### config.mk
export PLATFORM = sky130hd
export DESIGN_NAME = load_store_unit
export DESIGN_NICKNAME = d
export VERILOG_FILES = /design/src/rtl/load_store_unit.sv
export SDC_FILE = /design/constraint.sdc
export NUM_CORES = 1
export LEC_CHECK = 0
export BUFFER_PORTS_ARGS = -buffer_cell sky130_fd_sc_hd__buf_2
export CELL_PAD_IN_SITES_DETAIL_PLACEMENT = 2
export CELL_PAD_IN_SITES_GLOBAL_PLACEMENT = 2
export CORE_MARGIN = 2
export CORE_UTILIZATION = 27
export CTS_CLUSTER_SIZE = 20
export DETAILED_ROUTE_END_ITERATION = 8
export PLACE_DENSITY_LB_ADDON = 0.1
export SLEW_MARGIN = 20
export SYNTH_ARGS = -nofsm -noshare
export SYNTH_HDL_FRONTEND = slang
export SYNTH_SLANG_ARGS = --single-unit
export TNS_END_PERCENT = 30
### constraint.sdc
create_clock -name clk -period 2.2 [get_ports clk]
set_input_delay 0 -clock clk [delete_from_list [all_inputs] [get_ports clk]]
set_output_delay 0 -clock clk [all_outputs]
set_load 0.03 [all_outputs]
### src/rtl/load_store_unit.sv
// Load/store unit for the multi-cycle RV32I core: alignment and range
// checks, word-wide memory sequencing, and load data extension.
module load_store_unit #(
  parameter int ADDR_WIDTH  = 16,
  parameter int MEM_LATENCY = 1
) (
  input  logic                  clk,
  input  logic                  rst,
  input  logic                  req_valid,
  output logic                  req_ready,
  input  logic                  req_is_store,
  input  logic [1:0]            req_size,
  input  logic                  req_unsigned,
  input  logic [31:0]           req_addr,
  input  logic [31:0]           req_wdata,
  output logic                  resp_valid,
  input  logic                  resp_ready,
  output logic [31:0]           resp_data,
  output logic                  resp_misaligned,
  output logic                  resp_fault,
  output logic                  mem_en,
  output logic                  mem_we,
  output logic [3:0]            mem_be,
  output logic [ADDR_WIDTH-3:0] mem_addr,
  output logic [31:0]           mem_wdata,
  input  logic [31:0]           mem_rdata
);

  localparam int WW = ADDR_WIDTH - 2;
  localparam logic [2:0] LAT = 3'(MEM_LATENCY);

  typedef enum logic [1:0] {
    IDLE,
    ISSUE,
    WAIT,
    RESP
  } state_t;

  state_t state, state_nx;

  logic          is_store_q;
  logic [1:0]    size_q;
  logic          uns_q;
  logic [1:0]    lane_q;
  logic [WW-1:0] waddr_q;
  logic [31:0]   wdata_q;
  logic          mis_q;
  logic          flt_q;
  logic [31:0]   data_q;
  logic [2:0]    cnt_q;

  logic          mis_c;
  logic          flt_c;
  logic [3:0]    be_c;
  logic [31:0]   wrep_c;
  logic [31:0]   shift_c;
  logic [31:0]   ext_c;

  // Request checks, evaluated on the live inputs at acceptance.
  always_comb begin
    mis_c = 1'b0;
    unique case (req_size)
      2'b00:   mis_c = 1'b0;
      2'b01:   mis_c = req_addr[0];
      2'b10:   mis_c = |req_addr[1:0];
      default: mis_c = 1'b1;
    endcase
  end

  assign flt_c = |req_addr[31:ADDR_WIDTH];

  // Lane steering for the issue cycle.
  always_comb begin
    be_c   = 4'b1111;
    wrep_c = wdata_q;
    unique case (size_q)
      2'b00: begin
        be_c   = 4'b0001 << lane_q;
        wrep_c = {4{wdata_q[7:0]}};
      end
      2'b01: begin
        be_c   = 4'b0011 << lane_q;
        wrep_c = {2{wdata_q[15:0]}};
      end
      default: begin
        be_c   = 4'b1111;
        wrep_c = wdata_q;
      end
    endcase
  end

  assign shift_c = mem_rdata >> {lane_q, 3'b000};

  always_comb begin
    ext_c = shift_c;
    unique case (size_q)
      2'b00:
        ext_c = {{24{~uns_q & shift_c[7]}}, shift_c[7:0]};
      2'b01:
        ext_c = {{16{~uns_q & shift_c[15]}}, shift_c[15:0]};
      default:
        ext_c = shift_c;
    endcase
  end

  always_ff @(posedge clk or posedge rst) begin
    if (rst) begin
      state      <= IDLE;
      is_store_q <= 1'b0;
      size_q     <= 2'b00;
      uns_q      <= 1'b0;
      lane_q     <= 2'b00;
      waddr_q    <= '0;
      wdata_q    <= '0;
      mis_q      <= 1'b0;
      flt_q      <= 1'b0;
      data_q     <= '0;
      cnt_q      <= '0;
    end else begin
      state <= state_nx;
      unique case (state)
        IDLE: begin
          if (req_valid) begin
            is_store_q <= req_is_store;
            size_q     <= req_size;
            uns_q      <= req_unsigned;
            lane_q     <= req_addr[1:0];
            waddr_q    <= req_addr[ADDR_WIDTH-1:2];
            wdata_q    <= req_wdata;
            mis_q      <= mis_c;
            flt_q      <= flt_c;
            data_q     <= '0;
          end
        end
        ISSUE: begin
          cnt_q <= LAT;
        end
        WAIT: begin
          cnt_q <= cnt_q - 3'd1;
          if (cnt_q == 3'd1) begin
            data_q <= ext_c;
          end
        end
        default: begin
        end
      endcase
    end
  end

  always_comb begin
    state_nx        = state;
    req_ready       = 1'b0;
    resp_valid      = 1'b0;
    resp_data       = '0;
    resp_misaligned = 1'b0;
    resp_fault      = 1'b0;
    mem_en          = 1'b0;
    mem_we          = 1'b0;
    mem_be          = '0;
    mem_addr        = '0;
    mem_wdata       = '0;
    unique case (state)
      IDLE: begin
        req_ready = ~rst;
        if (req_valid) begin
          state_nx = (mis_c | flt_c) ? RESP : ISSUE;
        end
      end
      ISSUE: begin
        mem_en    = 1'b1;
        mem_we    = is_store_q;
        mem_be    = be_c;
        mem_addr  = waddr_q;
        mem_wdata = wrep_c;
        state_nx  = is_store_q ? RESP : WAIT;
      end
      WAIT: begin
        if (cnt_q == 3'd1) begin
          state_nx = RESP;
        end
      end
      RESP: begin
        resp_valid      = 1'b1;
        resp_data       = data_q;
        resp_misaligned = mis_q;
        resp_fault      = flt_q;
        if (resp_ready) begin
          state_nx = IDLE;
        end
      end
      default: begin
        state_nx = IDLE;
      end
    endcase
  end

endmodule

==> results.txt, run 1 <==
The final RePlAce weighted congestion was 0.767; the number of synthesized register bits was 91. For this block, the via count after detailed routing is 4571. The worst path meets setup with 0.235 ns of slack.

The number of global-route vias before repair was 5180. After floorplanning, the core was divided into 49 placement rows. For the number of placed I/O pins, the log shows 192.

Final hold analysis gives a worst-case slack of 0.0303 ns. From bottom edge to top edge, the die measures 141 um. The tools report the number of antenna violations at the first check in global routing as 0. The tools report the global routing usage summed across all routing layers as 0.188.

The tools report the number of DRC markers in iteration 0 as 133. The flow ran to the end, and the final reports show no timing, DRC or antenna violations. The leakage dissipation is 3.52 nW, and the number of clock sinks seen by CTS is 91.

The number of instances in the synthesized netlist is 467. Across the routed clock network, the largest skew measured is 0.00285 ns. The path class of the tightest hold or removal check is in2reg. Cell internal power was estimated by the tool at 0.00559 W. The number of nets handed over by synthesis was 578.

The logs give 0 for the max-slew violation count and 28.8 mm for the global-route wire length before repair. The achievable frequency is 509 MHz. The critical path startpoint category was a flop. The port buffer count was 191. The clock reaches the later pin of the worst-skew pair after 0.35 ns.

The die is 141 um wide. The final count of hold timing violations was 0; the post-route setup TNS was 0 ns. Across the VDD grid, the largest voltage drop is 0.602 mV. The first detailed-routing pass took 4 iterations. The area growth from synthesis to layout is 43.3%. The share of post-route cells with drive strength above 1 was 0.410; the core area was 0.0181 mm2.

Entering global routing, the biggest net connects 56 pins. Aggregate routed wire length: 18.2 mm. In the final routed layout, each cell accounts on average for 19.3 um. In this run the clock root is driven by a sky130_fd_sc_hd__clkbuf_16.

The run gives 0.398 as the post-route core utilization. For this design, the slowest cell found on the critical path is sky130_fd_sc_hd__dfrtp_1. Data arrives at the worst endpoint at 1.96 ns. The post-route clock period utilization is 0.893. The count of warnings emitted by yosys is 0, and the clock-pin slew on the worst setup and hold paths is 0.06 ns.

Power spread over the standard cell area amounts to 1420 mW/mm2. For the pin with the worst max-slew slack, the measured transition is 0.879 ns. The logs give 0.451 for the part of the Yosys area used for sequential elements and 0 for the final setup violation count. Summing internal, switching and leakage power gives 0.0103 W. The tools report the kind of end point of the critical path as an output pin.

Count of inserted antenna diode cells: 0. The clock tree synthesis step divided the H-tree into 3 levels. Across the run, the number of max-cap violations was 0.

The worst max-slew margin expressed relative to the limit was 0.413. Setup repair after global routing left no endpoint under its margin. Data on the critical path is required at its endpoint by 2.20 ns. Dividing the detail-routed via count by the number of cells gives 4.83. Category of the most critical setup path: reg2out.

The worst setup slack before clock tree synthesis was 0.00662 ns. The floorplan step defined a die boundary enclosing 0.0198 mm2. Clock tree synthesis inserted a total of 9 buffers.

The clock passes through at most 2 buffers. Once detail routing completed, the nets flagged for antenna violations numbered 0. The part of the power in the clock network was 0.151; the delay of the slowest cell on the worst path was 0.43 ns. For the proportion of power drawn by combinational gates, the log shows 0.566. The worst-path maximum fanout works out to 37. The effective utilization at floorplan came out at 0.278. The final net count was 825; the post-CTS setup-driven buffer insertion count was 0. The tools report the net switching power as 0.00470 W.

TritonCTS built the clock tree. Global routing finished with a remaining overflow of 0. The signal on the critical path passes through inv_1, ha_1, buf_4, a21boi_0, buf_2. The relative contribution of sequential cells to total power is 0.283. The switching part of the total power is 0.456. Synthesis instantiated 40 different standard cells from the library. The mean instance size in the synthesized netlist is 10.8 um2, and the total DRC errors in the routed layout is 0.

The worst path in the final design needs a cycle of 1.96 ns, including I/O delays and setup. The HPWL after detailed placement is 13.1 mm. After synthesis the cells add up to 0.00504 mm2.
==> Yosys cell counts, drive strengths merged <==
cell     count  area share
nor3b        1      0.0025
inv          9      0.0067
o22ai        2      0.0025
dfrtp       91        0.45
clkbuf      27       0.020
ha           7       0.017
nand2       30       0.022
o31ai        1      0.0015
mux2        62        0.14
a221o       17       0.034
o41a         1      0.0022
nand4        1      0.0012
o21bai       1      0.0015
o21a         3      0.0045
nor2        15       0.012
a2bb2oi      1      0.0017
nand2b       2      0.0025
buf          7      0.0099
nand3        1     0.00099
o31a         1      0.0017
a21boi       8       0.012
nor4         4      0.0050
nand3b       8       0.012
nor2b       12       0.015
o21ai       21       0.021
o2bb2ai     14       0.024
o221ai       1      0.0017
or2          2      0.0025
mux2i       31       0.062
a21oi       15       0.015
nor3         3      0.0040
and2        65       0.081
mux4         1      0.0045
a22o         1      0.0017
a2111oi      1      0.0055
==> registers in the layout, summed over array words and instances, names as in the netlist <==
signal      count
is_store_q      1
cnt_q           3
wdata_q        32
state           2
lane_q          2
flt_q           1
size_q          2
data_q         32
uns_q           1
waddr_q        14
mis_q           1
==> cell families after synthesis <==
kind of cell               Yosys count  synth area share
and+or+nand+nor                    144             0.160
adders and majority gates            7            0.0174
DFF                                 91             0.451
buffers and inverters               43            0.0367
AOI/OAI and AO/OA                   88             0.130
muxes                               94             0.204
==> final cells by class <==
class | instances | area, um2
clock buffers | 11 | 243
fillers | 1985 | 10900
well taps | 229 | 287
multi-input cells | 333 | 2600
repair buffers | 270 | 1740
inverters | 9 | 37.5
clock inverters | 3 | 40.0
flip-flops and latches | 91 | 2280
==> repair_timing <==
action                     in CTS  in global routing
resized for setup               0                  2
hold buffers                   61                  0
hold endpoints to repair       94                  0
setup endpoints to repair       0                 13
==> placed cells by master (no fill, tap or decap), types with 3 or more instances in the layout <==
| cell | Yosys | layout |
|---|---|---|
| sky130_fd_sc_hd__ha_1 | 7 | 7 |
| sky130_fd_sc_hd__buf_4 | 1 | 15 |
| sky130_fd_sc_hd__and2_1 | 65 | 65 |
| sky130_fd_sc_hd__mux2_2 | 62 | 62 |
| sky130_fd_sc_hd__a221o_1 | 17 | 17 |
| sky130_fd_sc_hd__o21a_1 | 3 | 3 |
| sky130_fd_sc_hd__o21ai_0 | 20 | 20 |
| sky130_fd_sc_hd__mux2i_1 | 31 | 31 |
| sky130_fd_sc_hd__buf_2 | 4 | 191 |
| sky130_fd_sc_hd__dfrtp_1 | 91 | 91 |
| sky130_fd_sc_hd__dlygate4sd3_1 | 0 | 61 |
| sky130_fd_sc_hd__nand2_1 | 30 | 29 |
| sky130_fd_sc_hd__a21oi_1 | 15 | 15 |
| sky130_fd_sc_hd__clkbuf_16 | 0 | 9 |
| sky130_fd_sc_hd__o2bb2ai_1 | 14 | 14 |
| sky130_fd_sc_hd__nand3b_1 | 8 | 8 |
| sky130_fd_sc_hd__nor2_1 | 14 | 13 |
| sky130_fd_sc_hd__inv_1 | 9 | 8 |
| sky130_fd_sc_hd__nor2b_1 | 12 | 12 |
| sky130_fd_sc_hd__buf_12 | 0 | 3 |
| sky130_fd_sc_hd__a21boi_0 | 8 | 8 |
| sky130_fd_sc_hd__nor4_1 | 4 | 4 |
==> path summary, 6_finish.rpt <==
check	start	endpoint	slack (ns)	cells after the start
max in group asynchronous	rst	waddr_q[6]	1.10	4
max	state[1]	mem_wdata[14]	0.24	5
min in group asynchronous	rst	cnt_q[1]	0.40	3
max reg2reg	state[1]	data_q[15]	0.24	7
min	req_addr[30]	flt_q	0.03	4
min reg2reg	data_q[14]	data_q[14]	0.49	1
==> per-layer routing <==
| metal | vias to the layer above | wire length [um] | track usage |
|---|---|---|---|
| li1 | 2142 | - | - |
| met1 | 2298 | 7670 | 0.224 |
| met2 | 118 | 9400 | 0.339 |
| met3 | 13 | 937 | 0.0404 |
| met4 | 0 | 245 | 0.0558 |
| met5 | - | 0 | 0 |
==> worst max-delay path, delay by kind of cell, from the launching register on <==
family,cells,cell delay (ns)
buf+inv,3,0.72
flops,1,0.43
compound gates,1,0.26
fa+ha+maj,1,0.20
==> power by group through the flow <==
stage / clock network, W / logic, W / registers [W]
final: 0.00156 / 0.00582 / 0.00291
after floorplan: 0 / 0.00418 / 0.00268
after global placement: 0 / 0.00557 / 0.00288
after CTS: 0.00161 / 0.00588 / 0.00291
after global routing: 0.00168 / 0.00636 / 0.00303
after detailed placement: 0 / 0.00577 / 0.00294
==> stage by stage <==
step / cell area (um2) / cells
after floorplan: 5050 / 467
after global placement: 6320 / 871
after detailed placement: 6320 / 871
after CTS: 7210 / 946
after global routing: 7230 / 946
final: 7230 / 946
No activity file was read; power rests on OpenSTA's default activity.
==> run 2, diff against run 1 <==
--- a/config.mk
+++ b/config.mk
@@ -12,7 +12,7 @@
 export CORE_UTILIZATION = 27
 export CTS_CLUSTER_SIZE = 20
 export DETAILED_ROUTE_END_ITERATION = 8
-export PLACE_DENSITY_LB_ADDON = 0.1
+export PLACE_DENSITY_LB_ADDON = 0.08
 export SLEW_MARGIN = 20
 export SYNTH_ARGS = -nofsm -noshare
 export SYNTH_HDL_FRONTEND = slang
==> run 2 against run 1 <==
Wire length fell by 0.29%. Largest cell class unchanged. Sequential power barely moved. Global-route usage rose by 0.30 points. Utilization barely moved. Via count fell by 1.7%. Non-clock buffer count fell by 3. First-iteration DRC count fell by 4.5%. Clock power fell by 3%. Combinational power fell by 1%.
==> results.txt, run 2 (synthesized netlist as in run 1, its figures left out) <==
Worst-case clock skew: 0.00553 ns (+0.00268 ns). CTS root buffer: sky130_fd_sc_hd__clkbuf_16. The post-route setup TNS was 0 ns (unchanged); the power consumption was 0.0102 W (-1.2%).

The maximum resistive drop on vdd was 0.568 mV (-5.7%). The run gives 192 (unchanged) as the number of placed I/O pins. The global routing usage summed across all routing layers is 0.191 (+0.00299). The largest registers in the layout are data_q x32, wdata_q x32, waddr_q x14. The run finished with clean final reports. Kind of end point of the critical path: a flop.

Global-route wire length before repair: 29.5 mm (+2.2%). The final net count was 822 (-0.36%). The vias per cell was 4.75 (-1.7%).

The number of global-route vias before repair was 5162 (-0.35%); the max-capacitance violation count was 0 (unchanged). The HPWL after detailed placement is 13.2 mm (+1.4%). The tools report the arrival time at the worst endpoint as 2.19 ns (+0.23 ns). The length of the first detailed-routing pass in iterations is 4 (unchanged).

The leakage dissipation was 3.52 nW (-0.14%). The worst hold slack came out at 0.0412 ns (+0.0109 ns). Category of the most critical setup path: reg2reg. The total DRC errors in the routed layout is 0 (unchanged). The tools report the achievable frequency as 510 MHz (+0.14%). The number of DRC markers in iteration 0 was 127 (-4.5%).

For the post-route core utilization, the log shows 0.398 (about the same). The later-pin clock latency in the skew report came out at 0.35 ns (about the same). The wire length per cell works out to 19.2 um (-0.29%). The final RePlAce weighted congestion is 0.789 (+2.8%). Transition at the pin with the smallest max-transition slack: 0.632 ns (-0.247 ns).

Port buffer count: 191 (unchanged). The count of nets left with antenna violations after detail routing was 0 (unchanged); the number of buffers added by the clock tree synthesis step was 9 (unchanged). The die outline area came out at 0.0198 mm2 (unchanged).

Leaving out fill and tap cells, the most frequent cell in the layout is sky130_fd_sc_hd__buf_2. The layout overhead on the synthesized area was 43.2% (about the same). The global-route congestion overflow total was 0 (unchanged); the number of antenna violations at the first check in global routing was 1 (+1). The post-route minimum period is 1.96 ns (-0.00280 ns), and the max-slew violation count is 0 (unchanged). For the effective utilization at floorplan, the log shows 0.278 (unchanged). The run gives 3 (unchanged) as the H-tree depth.

The vertical extent of the die works out to 141 um (unchanged). Setup repair after global routing left no endpoint under its margin. Placement row count: 49 (unchanged).

The total via count after detailed routing came out at 4495 (-1.7%). Post-route clock period utilization: 0.892 (-0.00127). The core area was 0.0181 mm2 (unchanged); the share of post-route cells with drive strength above 1 was 0.409 (-0.000824).

The worst-path maximum fanout works out to 16 (-57%). The aggregate routed wire length was 18.2 mm (-0.29%). The power density normalized to cell area works out to 1410 mW/mm2 (-1.1%). Critical path startpoint category: a flop. The tools report the number of clock sinks seen by CTS as 91 (unchanged).

TritonCTS built the clock tree. The final count of hold timing violations was 0 (unchanged). The min-delay analysis places its worst path in the category in2reg. For the final setup violation count, the log shows 0 (unchanged). Worst max-slew margin expressed relative to the limit: 0.578 (+0.165). The horizontal extent of the die was 141 um (unchanged); the clock-pin slew on the worst setup and hold paths was 0.06 ns (about the same).

The tools report the required time of the critical path as 2.43 ns (+0.23 ns). The run gives 56 (unchanged) as the maximum number of pins on one net before global-route repair. The library cells used most frequently in the layout, excluding fill and tap cells, are 191 x sky130_fd_sc_hd__buf_2, 91 x sky130_fd_sc_hd__dfrtp_1, 65 x sky130_fd_sc_hd__and2_1.

The maximum buffer depth of the clock tree was 2 (unchanged).
==> run 2: cell count changes in the layout (fill, tap and decap cells not counted) <==
cell / change
sky130_fd_sc_hd__buf_12: +1
sky130_fd_sc_hd__nor2_2: -1
sky130_fd_sc_hd__clkbuf_8: +1
sky130_fd_sc_hd__diode_2: +1
sky130_fd_sc_hd__bufinv_16: -1
sky130_fd_sc_hd__inv_6: +1
sky130_fd_sc_hd__clkbuf_1: -1
sky130_fd_sc_hd__clkinv_4: +2
sky130_fd_sc_hd__buf_4: -4
sky130_fd_sc_hd__nor2_1: +1
==> run 2: path summary, 6_finish.rpt <==
path / cells past startpoint / to / slack, ns / start
max in group asynchronous: 4 / wdata_q[26] / 1.31 / rst
worst min register to register: 2 / mis_q / 0.48 / mis_q
worst max-delay path: 7 / data_q[15] / 0.24 / state[1]
worst max register to register: 7 / data_q[15] / 0.24 / state[1]
min in group asynchronous: 3 / flt_q / 0.30 / rst
worst min-delay path: 4 / flt_q / 0.04 / req_addr[30]
==> run 2: cell type report <==
cell class / count / area [um2]
repair buffers: 267 / 1730
diodes: 1 / 2.50
clock buffers: 11 / 253
flip-flops and latches: 91 / 2280
inverters: 9 / 37.5
multi-input cells: 333 / 2600
fillers: 1971 / 10900
clock inverters: 5 / 36.3
well taps: 229 / 287
==> run 2: critical path, stage by stage, from the launching register on <==
cell                       delay (ns)
sky130_fd_sc_hd__dfrtp_1         0.43
sky130_fd_sc_hd__inv_1           0.13
sky130_fd_sc_hd__ha_1            0.29
sky130_fd_sc_hd__nand2b_1        0.15
sky130_fd_sc_hd__nand3_2         0.17
sky130_fd_sc_hd__buf_4           0.24
sky130_fd_sc_hd__inv_1           0.10
sky130_fd_sc_hd__a221o_1         0.33
==> run 2: report_power, final <==
group	internal (W)	switching, W	total, W
clock	0.000833	0.000683	0.00152
combinational	0.00229	0.00347	0.00575
sequential	0.00238	0.000520	0.00290
total	0.00550	0.00467	0.0102
==> run 2: stage by stage <==
step,setup slack [ns],instance area [um2],cells
3_3_place_gp,0.281,6310,868
5_1_grt,0.0341,7220,946
6_report,0.238,7220,946
4_1_cts,0.145,7210,945
2_1_floorplan,0.230,5050,467
3_5_place_dp,0.160,6310,868
==> run 2: per-layer routing <==
layer,wire length (um),track usage,vias to the layer above,part of all wire
met4,226,0.0516,0,0.012
met5,0,0,-,0
li1,-,-,2142,-
met1,8040,0.245,2217,0.44
met2,9070,0.328,122,0.50
met3,863,0.0384,14,0.047
==> run 2: timing repair <==
item	CTS	global route
gates resized for setup	0	2
endpoints found under the setup margin	0	15
hold buffers	61	0
hold endpoints to repair	83	0
buffers inserted	0	0
